<file path="src/rtl/riscv_fetch_pkg.sv">
// Shared types and constants for the instruction-fetch front end.
package riscv_fetch_pkg;
  localparam int          FETCH_BITS  = 64;
  localparam int          FETCH_N     = 32;
  localparam int          INSTR_BYTES = 4;
  localparam logic [31:0] NOP_INSTR   = 32'h0000_0013;

  typedef struct packed {
    logic [FETCH_BITS-1:0] pc;
    logic [FETCH_N-1:0]    instr;
  } fetch_entry_t;

  // Saturating 64-bit accumulate for the performance counters.
  function automatic logic [63:0] sat_add(input logic [63:0] a, input logic [63:0] d);
    logic [64:0] s;
    s = {1'b0, a} + {1'b0, d};
    return s[64] ? '1 : s[63:0];
  endfunction
endpackage

</file>
<file path="src/rtl/riscv_fetch_unit_fetch_queue.sv">
// Synchronous FIFO with flush; count is DEPTH+1 states wide so full and empty are distinct.
module fetch_queue #(
  parameter  int W     = 32,
  parameter  int DEPTH = 4,
  localparam int AW    = $clog2(DEPTH)
) (
  input  logic          clk,
  input  logic          rst,
  input  logic          push,
  input  logic          pop,
  input  logic          flush,
  input  logic [W-1:0]  wdata,
  output logic [W-1:0]  rdata,
  output logic [AW:0]   count,
  output logic          full,
  output logic          empty
);
  logic [W-1:0]  mem [DEPTH];
  logic [AW-1:0] wptr, rptr;

  always_ff @(posedge clk) begin
    if (!rst || flush) begin
      wptr  <= '0;
      rptr  <= '0;
      count <= '0;
    end else begin
      if (push) wptr <= wptr + 1'b1;
      if (pop)  rptr <= rptr + 1'b1;
      count <= count + (AW+1)'(push) - (AW+1)'(pop);
    end
  end

  always_ff @(posedge clk)
    if (push && !flush) mem[wptr] <= wdata;

  assign rdata = mem[rptr];
  assign full  = (count == (AW+1)'(DEPTH));
  assign empty = (count == '0);
endmodule

</file>
<file path="src/rtl/riscv_fetch_unit.sv">
// Fetch front end: fetch PC, credit-limited imem requests, prefetch queue, redirect squash.
// Optional FETCH_PERF_CNT_EN adds saturating fetched/squashed/stall counters.
module riscv_fetch_unit
  import riscv_fetch_pkg::*;
#(
  parameter int              Bits    = FETCH_BITS,
  parameter int              N       = FETCH_N,
  parameter int              Depth   = 4,
  parameter logic [Bits-1:0] ResetPC = '0
) (
  input  logic            clk,
  input  logic            rst,
  output logic            imem_req_valid,
  input  logic            imem_req_ready,
  output logic [Bits-1:0] imem_req_addr,
  input  logic            imem_rsp_valid,
  input  logic [N-1:0]    imem_rsp_data,
  input  logic            redirect_valid,
  input  logic [Bits-1:0] redirect_pc,
  output logic            dec_valid,
  input  logic            dec_ready,
  output logic [Bits-1:0] dec_pc,
  output logic [N-1:0]    dec_instr
`ifdef FETCH_PERF_CNT_EN
  ,
  output logic [63:0]     perf_fetched,
  output logic [63:0]     perf_squashed,
  output logic [63:0]     perf_stall
`endif
);
  localparam int CW = $clog2(Depth) + 1;

  logic [Bits-1:0] fetch_pc;
  logic            run;
  logic [CW-1:0]   discard;

  logic [CW-1:0]   q_count, pcq_count;
  logic            q_full, q_empty, pcq_full, pcq_empty;
  fetch_entry_t    q_wdata, head;
  logic [Bits-1:0] pcq_rdata;

  logic credit, req_fire, rsp_drop, q_push, pcq_pop, dec_fire;

  // Every outstanding request owns a queue slot, so responses always fit.
  assign credit   = ({1'b0, q_count} + {1'b0, pcq_count}) < (CW+1)'(Depth);
  assign imem_req_valid = run && credit && !redirect_valid && !q_full && !pcq_full;
  assign imem_req_addr  = fetch_pc;
  assign req_fire = imem_req_valid && imem_req_ready;

  assign pcq_pop  = imem_rsp_valid && !pcq_empty;
  assign rsp_drop = imem_rsp_valid && (redirect_valid || discard != '0);
  assign q_push   = imem_rsp_valid && !rsp_drop;
  assign q_wdata  = '{pc: pcq_rdata, instr: imem_rsp_data};

  assign dec_valid = !q_empty;
  assign dec_fire  = dec_valid && dec_ready;
  assign dec_pc    = dec_valid ? head.pc    : '0;
  assign dec_instr = dec_valid ? head.instr : '0;

  fetch_queue #(.W($bits(fetch_entry_t)), .DEPTH(Depth)) u_pfq (
    .clk(clk), .rst(rst), .push(q_push), .pop(dec_fire), .flush(redirect_valid),
    .wdata(q_wdata), .rdata(head), .count(q_count), .full(q_full), .empty(q_empty)
  );

  // In-flight PCs survive a redirect: the squashed responses still return and must pop them.
  fetch_queue #(.W(Bits), .DEPTH(Depth)) u_pcq (
    .clk(clk), .rst(rst), .push(req_fire), .pop(pcq_pop), .flush(1'b0),
    .wdata(fetch_pc), .rdata(pcq_rdata), .count(pcq_count), .full(pcq_full), .empty(pcq_empty)
  );

  always_ff @(posedge clk) begin
    if (!rst) begin
      fetch_pc <= ResetPC;
      run      <= 1'b0;
      discard  <= '0;
    end else begin
      run <= 1'b1;
      if (redirect_valid) begin
        fetch_pc <= redirect_pc & ~Bits'(3);
        discard  <= pcq_count - CW'(imem_rsp_valid);
      end else begin
        if (req_fire) fetch_pc <= fetch_pc + Bits'(INSTR_BYTES);
        if (imem_rsp_valid && discard != '0) discard <= discard - 1'b1;
      end
    end
  end

`ifdef FETCH_PERF_CNT_EN
  logic [63:0] squash_inc;
  assign squash_inc = 64'(rsp_drop) + (redirect_valid ? 64'(q_count) - 64'(dec_fire) : 64'd0);

  always_ff @(posedge clk) begin
    if (!rst) begin
      perf_fetched  <= '0;
      perf_squashed <= '0;
      perf_stall    <= '0;
    end else begin
      perf_fetched  <= sat_add(perf_fetched, 64'(q_push));
      perf_squashed <= sat_add(perf_squashed, squash_inc);
      perf_stall    <= sat_add(perf_stall, 64'(dec_ready && !dec_valid));
    end
  end
`endif
endmodule

</file>
<file path="config.mk">
export PLATFORM = sky130hd
export DESIGN_NAME = riscv_fetch_unit
export DESIGN_NICKNAME = d
export VERILOG_FILES = /design/src/rtl/riscv_fetch_pkg.sv /design/src/rtl/riscv_fetch_unit_fetch_queue.sv /design/src/rtl/riscv_fetch_unit.sv
export SDC_FILE = /design/constraint.sdc
export NUM_CORES = 1
export LEC_CHECK = 0
export CAP_MARGIN = 20
export CORE_MARGIN = 2
export CORE_UTILIZATION = 40
export DETAILED_ROUTE_END_ITERATION = 16
export DONT_BUFFER_PORTS = 1
export HOLD_SLACK_MARGIN = 0.15
export SYNTH_ARGS = -nofsm -noshare
export SYNTH_HDL_FRONTEND = slang
export SYNTH_SLANG_ARGS = --single-unit
</file>
<file path="constraint.sdc">
create_clock -name clk -period 9.16 [get_ports clk]
set_input_delay 1.832 -clock clk [delete_from_list [all_inputs] [get_ports clk]]
set_output_delay 1.832 -clock clk [all_outputs]
set_load 0.02 [all_outputs]
</file>
After elaboration in Yosys (flattened, before gate mapping). Memories as Yosys holds them, arrays and structs flattened. A register that Yosys moved wholly into a read port is not among the register bits. Index checks and enable logic that the tools add are counted.

Memory bits (read-only): 0. Bits of input ports: 102. Output and inout port bits: 162. Flip-flop bits (word level): 82. Latch bits: 0. Bits in writable memories: 640. Memories: 2.

Memory list: u_pfq.mem (words 4, width 96, rd ports 1, clocked after memory_dff 1, write ports 1, line riscv_fetch_unit_fetch_queue.sv:18) `logic [W-1:0] mem [DEPTH];`; u_pcq.mem (words 4, width 64, rd ports 1, clocked after memory_dff 1, write ports 1, line riscv_fetch_unit_fetch_queue.sv:18).

Multiply operators: 0. Shift-type cells: 0. Add/sub/neg operators: 12. Bitwise gates (word level): 1. $lt $le $gt $ge: 1. Equality and inequality tests: 2. Reduce and logical (&&, ||, !) cells: 26. Div/mod/pow operators: 0. Mux-type cells: 15.

Operators with widths (count): 64-bit two-way mux (3); 64-bit by 3-bit adder with 64-bit output, second input constant (1); 32-bit two-way mux (1); 1-bit logical AND (11); 3-bit by 1-bit subtractor with 3-bit output (3); 2-bit by 1-bit adder with 2-bit output, second input constant (4); 2-bit two-way mux (4); 1-bit logical NOT (7); 3-bit by 1-bit adder with 3-bit output (2); 3-bit == test, second input constant (2); 3-bit logical NOT (2); 3-bit two-way mux (2); 1-bit two-way mux (5); 3-bit by 3-bit adder with 4-bit output (1); 4-bit by 3-bit less-than comparator with 1-bit output, second input constant (1); 2-bit nonzero test (2); 3-bit nonzero test (1); 3-bit by 1-bit subtractor with 3-bit output, second input constant (1); 1-bit logical OR (2); 2-bit OR reduction (1); 1-bit NOT (1).

Longest topological paths before layout. Gate-level depths: netlist (run 1).

Word-level depth: 9. Depth in mapped cells: 13. Mapped depth without buffers: 11.

Hierarchy. From an unflattened synthesis (run 1), not the netlist that was laid out.

Cell total of the unflattened synthesis: 1578. Area, all modules: 28936.5 sq um.

Modules (own cells, without submodules): fetch_queue at u_pfq (cells an instance 549, seq. area each 11711.2 sq um, area each 14316.2 sq um, instances 1); fetch_queue at u_pcq (cells an instance 381, seq. area each 7867.5 sq um, area each 9768.1 sq um, instances 1); riscv_fetch_unit (cells an instance 648, seq. area each 1321.3 sq um, area each 4852.2 sq um, instances 1).

Worst setup path before layout (run 1). OpenSTA, ideal clock, no wires.

Path type: input port to flip-flop. From: in redirect_valid. To: mem u_pfq.mem[0][0] (netlist bit) (enable). Arrival time: 4.539 ns. Path slack: 4.157 ns. Cell stages on the path: 4. Path buffers: 2. Path through: buf_6 > clkbuf_1 > nor2_1 > and2_1.

Cells in the longest elaborated chain, start to end: 7. Elaborated cells between the ends (all ways): 8. Classes of those cells: mux (2); reduce/logical (6).

RTL lines: start, declared (line riscv_fetch_unit.sv:18) `input logic redirect_valid,`; 1-bit logical OR (line riscv_fetch_unit.sv:51) `assign rsp_drop = imem_rsp_valid && (redirect_valid || discard != '0);`; 1-bit logical AND (line riscv_fetch_unit.sv:51); 1-bit logical NOT (line riscv_fetch_unit.sv:52) `assign q_push = imem_rsp_valid && !rsp_drop;`; 1-bit logical AND (line riscv_fetch_unit.sv:52); named net q_push (line riscv_fetch_unit.sv:42) `logic credit, req_fire, rsp_drop, q_push, pcq_pop, dec_fire;`; 1-bit logical AND (line riscv_fetch_unit_fetch_queue.sv:34) `if (push && !flush) mem[wptr] <= wdata;`; 1-bit two-way mux (line riscv_fetch_unit_fetch_queue.sv:34); 1-bit two-way mux (implied by the code) (line riscv_fetch_unit_fetch_queue.sv:34); end, declared (line riscv_fetch_unit_fetch_queue.sv:18).

The timed path passes the listed nets, and every way through them passes these cells.

==> flow_summary.json, run 1 <==
{
  "outcome": "complete, no violations",
  "post_cts_buffers": 0,
  "grt_pass1_vias": 14400,
  "cts_max_path_buffers": 3,
  "clk_latency_ns": 0.62,
  "ys_ff_latch": 708,
  "busiest_layer": "met2",
  "core_area_sq_mm": 0.0688,
  "drive_gt1_share_pct": 19.7,
  "dieWidth_microns": 268,
  "p_per_area_mw_per_mm2": 247,
  "layout_common_cells": "624 x edfxtp_1, 156 x mux4_2, 99 x and2_1",
  "syn-instance-count": 1517,
  "use_met1_pct": 24.7,
  "num-fill-cells": 5888,
  "p_leak_nw": 9.77,
  "maxCapViolCount": 0,
  "root_buffer": "clkbuf_16",
  "drt_wl_total_microns": 66500,
  "maxSlewViolCount": 0,
  "end_kind": "output port",
  "dpl-instance-area_sq_mm": 0.0289,
  "antenna_found_initial": 8,
  "hp-class": "reg -> reg",
  "numPortBuffers": 0,
  "drt-wirelength-per-cell_microns": 26.3,
  "netlist_area_sq_mm": 0.0279,
  "io_pins": 264,
  "synthFlopType": "edfxtp_1",
  "grt_max_degree": 70,
  "synth_edf_count": 624,
  "finalCriticalPeriod_ns": 4.96,
  "worst_slew_margin_rel_pct": 26.9,
  "track_usage_pct": 18.5,
  "peakVddDrop_uv": 129,
  "overflow": 0,
  "dp_hpwl_microns": 39400,
  "final_common_cell": "edfxtp_1",
  "dr.pass1.iters": 5,
  "vias": 14000,
  "htreeDepth": 3,
  "worstSetupPathType": "reg -> out",
  "required_ns": 7.33,
  "cts_sinks": 708,
  "yosysUniqueCellTypes": 68,
  "final.period_utilization_pct": 54.2,
  "finish.utilization_pct": 45.7,
  "ant_nets": 0,
  "finalSetupTns_ns": 0,
  "viasPerCell": 5.55,
  "postCtsHoldBufs": 0,
  "gp_congestion": 0.817,
  "cp-start-kind": "flop",
  "async_reset_ff_share_pct": 0,
  "drt_iter0_markers": 1136,
  "use_met2_pct": 29.9,
  "avgSynthCellArea_sq_um": 18.4,
  "seqCellArea_sq_mm": 0.0204,
  "multi_input_area_sq_mm": 0.00707,
  "nets": 1656,
  "syn_to_final_growth_pct": 12.6,
  "clk_pin_slew_ns": 0.06,
  "post_cts_resized": 0,
  "route.detailed.drc": 0,
  "die_h_microns": 268,
  "cts_tree": "done",
  "ys_warn_count": 0,
  "met3_usage_pct": 4.39,
  "row_count": 96,
  "dieArea_sq_mm": 0.0720,
  "numCtsBuffers": 76,
  "setup-violations-final": 0,
  "rsz0062_at_grt": "no",
  "fmax_mhz": 201,
  "grt_pass1_wl_microns": 96100,
  "finalClockSkew_ns": 0.0178,
  "critPathMaxFanout": 48,
  "hold_viol": 0,
  "yosysSeqAreaShare_pct": 73.1,
  "initial_core_util_pct": 40.6,
  "fin_area_sq_mm": 0.0315,
  "worstMarginPinSlew_ns": 1.10,
  "arrival_ns": 3.13
}
==> cells by family (layout without fill, tap and decap cells) <==
group | after synthesis | in the layout | synth area share (%)
DFF | 708 | 708 | 73.1
and+or+nand+nor | 332 | 332 | 6.89
muxes | 160 | 160 | 12.7
AOI/OAI and AO/OA | 143 | 143 | 3.26
buffers and inverters | 110 | 180 | 1.70
xor gates and xnor gates | 42 | 42 | 1.32
adders and majority gates | 21 | 21 | 0.994
other | 1 | 11 | 0.0134
==> state kept, by name, summed over array words and instances (netlist names), named ones only <==
name           flops
u_pcq.rptr         2
u_pfq.mem        376
u_pfq.wptr         2
run                1
u_pcq.wptr         2
u_pfq.count        3
u_pfq.rptr         2
discard            3
u_pcq.mem        248
u_pcq.count        3
imem_req_addr     62
==> metal layers <==
layer | vias up | wire (microns)
met5 | - | 13
met4 | 2 | 1530
met3 | 106 | 4590
met2 | 470 | 32300
met1 | 7365 | 28100
li1 | 6096 | -
==> cell usage after synthesis (all sizes together), types with 4 or more instances <==
master	n	area (sq um)
edfxtp	624	18700
mux4	156	3510
and2	103	644
dfxtp	84	1680
nand2	52	203
nor2	47	179
clkbuf	46	173
a21oi	41	209
buf	37	201
xnor2	36	315
o21ai	34	170
nand3	30	155
inv	26	97.6
nand4	22	165
nor3	22	131
and3	21	131
ha	19	238
nor4	12	118
a22oi	9	67.6
or3	8	55.1
a31oi	7	43.8
a41oi	6	52.6
o21a	6	45.0
o22ai	6	37.5
xor2	6	52.6
a211oi	5	37.5
and4	5	43.8
o211ai	4	30.0
==> path summary, 6_finish.rpt <==
check	start	to	slack [ns]	cells after the start
worst max-delay path	flop	dec_pc[35]	4.20	3
worst min-delay path	u_pcq.wptr[1]	u_pcq.wptr[1]	0.51	2
worst max register to register	u_pcq.count[2]	u_pcq.count[2]	5.52	11
worst min register to register	u_pcq.wptr[1]	u_pcq.wptr[1]	0.51	2
==> worst max-delay path, stage by stage, from the launching register on <==
cell and delay [ns]:
dfxtp_4 0.94, buf_4 0.78, mux4_2 0.50, and2_1 0.27
==> final cells by class <==
cell class | instances | area share [%]
clock inverters | 46 | 1.76
multi-input cells | 702 | 22.5
diodes | 7 | 0.0557
clock buffers | 89 | 6.20
flip-flops and latches | 708 | 65.0
inverters | 27 | 0.322
repair buffers | 18 | 0.533
well taps | 931 | 3.70
==> metrics by stage <==
stage / power [mW] / cells / setup WS, ns / hold WS, ns
3_5_place_dp: 4.74 / 2385 / 4.40 / 0.494
3_3_place_gp: 4.71 / 2385 / 4.42 / 0.477
4_1_cts: 7.86 / 2520 / 4.08 / 0.502
6_report: 7.76 / 2528 / 4.20 / 0.507
2_1_floorplan: 4.51 / 1520 / 4.16 / 0.469
5_1_grt: 8.04 / 2525 / 4.03 / 0.536
==> report_power, final <==
group          internal, mW  switching (mW)  total [mW]
Combinational         0.315           0.435       0.750
Sequential             3.74           0.159        3.90
Clock                  1.86            1.24        3.11
(Power assumes the default switching activity.)
==> run 2, diff against run 1 <==
- clock period: 9.16 -> 4.4 ns (I/O delays scaled with it)
==> run 2 against run 1 <==
  * Routed wire length down 0.22%
  * Register-to-register slack worse by 4.4 ns
  * Critical path type unchanged
  * Critical endpoint is now dec_pc[55]
  * Clock skew up 0.00080 ns
  * Highest routed layer unchanged
==> flow_summary.json, run 2 (synthesis results as in run 1) <==
{
  "outcome": "complete, no violations",
  "fmax_mhz": 274,
  "p_int_mw": 11.8,
  "hp-class": "in -> reg",
  "layout_common_cells": "624 x edfxtp_1, 156 x mux4_2, 99 x and2_1",
  "critPathMaxFanout": 27,
  "die_h_microns": 268,
  "antenna_found_initial": 12,
  "row_count": 96,
  "dp_hpwl_microns": 41300,
  "maxCapViolCount": 0,
  "pwr-share-seq_pct": 51.8,
  "cts_sinks": 708,
  "maxSlewViolCount": 0,
  "post_cts_resized": 0,
  "final_common_cell": "edfxtp_1",
  "clk_latency_ns": 0.62,
  "worstSetupPathType": "reg -> out",
  "p_per_area_mw_per_mm2": 494,
  "vias": 14100,
  "finalClockSkew_ns": 0.0186,
  "numCtsBuffers": 76,
  "p_switching_mw": 3.79,
  "required_ns": 3.52,
  "comb_power_share_pct": 10.7,
  "dieArea_sq_mm": 0.0720,
  "swShare_pct": 24.3,
  "initial_core_util_pct": 40.6,
  "finalSetupTns_ns": 0,
  "route.detailed.drc": 0,
  "worst_slew_margin_rel_pct": 30.2,
  "largest_register_ffs": 376,
  "holdWs_ns": 0.299,
  "grt_max_degree": 68,
  "p_leak_nw": 9.84,
  "grt_pass1_wl_microns": 96400,
  "cts_max_path_buffers": 3,
  "worstMarginPinSlew_ns": 1.05,
  "hold_viol": 0,
  "dr.pass1.iters": 4,
  "postCtsHoldBufs": 0,
  "fin_area_sq_mm": 0.0316,
  "arrival_ns": 2.76,
  "nets": 1686,
  "slowest_delay_ns": 0.80,
  "clk_pin_slew_ns": 0.06,
  "dp_cells": 2415,
  "grt_pass1_vias": 14600,
  "numPortBuffers": 0,
  "htreeDepth": 3,
  "drt-wirelength-per-cell_microns": 26.0,
  "preCtsSetupSlack_ns": 1.04,
  "fin_cells": 2553,
  "cts_tree": "done",
  "drive_gt1_share_pct": 20.7,
  "track_usage_pct": 18.5,
  "drt_wl_total_microns": 66400,
  "pwr-share-clk_pct": 37.5,
  "total_power_mw": 15.6,
  "finalCriticalPeriod_ns": 3.64,
  "setup-violations-final": 0,
  "dpl-instance-area_sq_mm": 0.0292,
  "syn_to_final_growth_pct": 13.0,
  "io_pins": 264,
  "finish.utilization_pct": 45.8,
  "peakVddDrop_uv": 253,
  "ant_nets": 0,
  "num-fill-cells": 5809,
  "final.period_utilization_pct": 82.8,
  "overflow": 0,
  "drt_iter0_markers": 1071,
  "end_kind": "output port",
  "post_cts_buffers": 0,
  "root_buffer": "clkbuf_16",
  "crit_chain": "buf_4 > mux4_2 > and2_1",
  "core_area_sq_mm": 0.0688,
  "viasPerCell": 5.54,
  "cp-start-kind": "flop",
  "top_register": "u_pfq.mem",
  "rsz0062_at_grt": "no",
  "dieWidth_microns": 268,
  "gp_congestion": 0.812,
  "fin_ws_ns": 0.755,
  "cp_slowest_cell": "dfxtp_4"
}
## run 2: per-layer routing
metal  GRT usage [%]  share of wire [%]  up-vias
li1                -                  -     6156
met1            24.1                 42     7455
met2            30.2                 49      430
met3            4.39                6.6       98
met4            7.14                2.5        4
met5               0              0.036        -
## run 2: layout make-up
| class | count | area, sq um | share of cell area, % |
|---|---|---|---|
| Timing Repair Buffer | 48 | 493 | 1.56 |
| Tap cell | 931 | 1160 | 3.69 |
| Inverter | 27 | 101 | 0.321 |
| Clock buffer | 99 | 2030 | 6.43 |
| Antenna cell | 7 | 17.5 | 0.0555 |
| Sequential cell | 708 | 20400 | 64.8 |
| Clock inverter | 31 | 245 | 0.777 |
| Multi-Input combinational cell | 702 | 7070 | 22.4 |
## run 2: power groups by stage
stage	clock [mW]	sequential [mW]	combinational, mW
after detailed placement	0	8.30	1.60
final	5.85	8.07	1.67
after CTS	6.01	8.16	1.60
after global placement	0	8.28	1.55
after global routing	6.26	8.10	1.82
after floorplan	0	8.08	1.30
## run 2: final timing paths
check / start / cells after the start / end / slack (ns)
max: flop / 3 / dec_pc[55] / 0.76
min: rst / 0 / run / 0.30
max reg2reg: u_pcq.count[2] / 8 / imem_req_addr[58] / 1.17
min reg2reg: u_pcq.wptr[1] / 2 / u_pcq.wptr[1] / 0.49
## run 2: worst max-delay path: cells and delay by family, from the launching register on
family                 cells  cell delay, ns
DFF                        1            0.80
and+or+nand+nor            1            0.26
buffers and inverters      1            0.47
muxes                      1            0.59
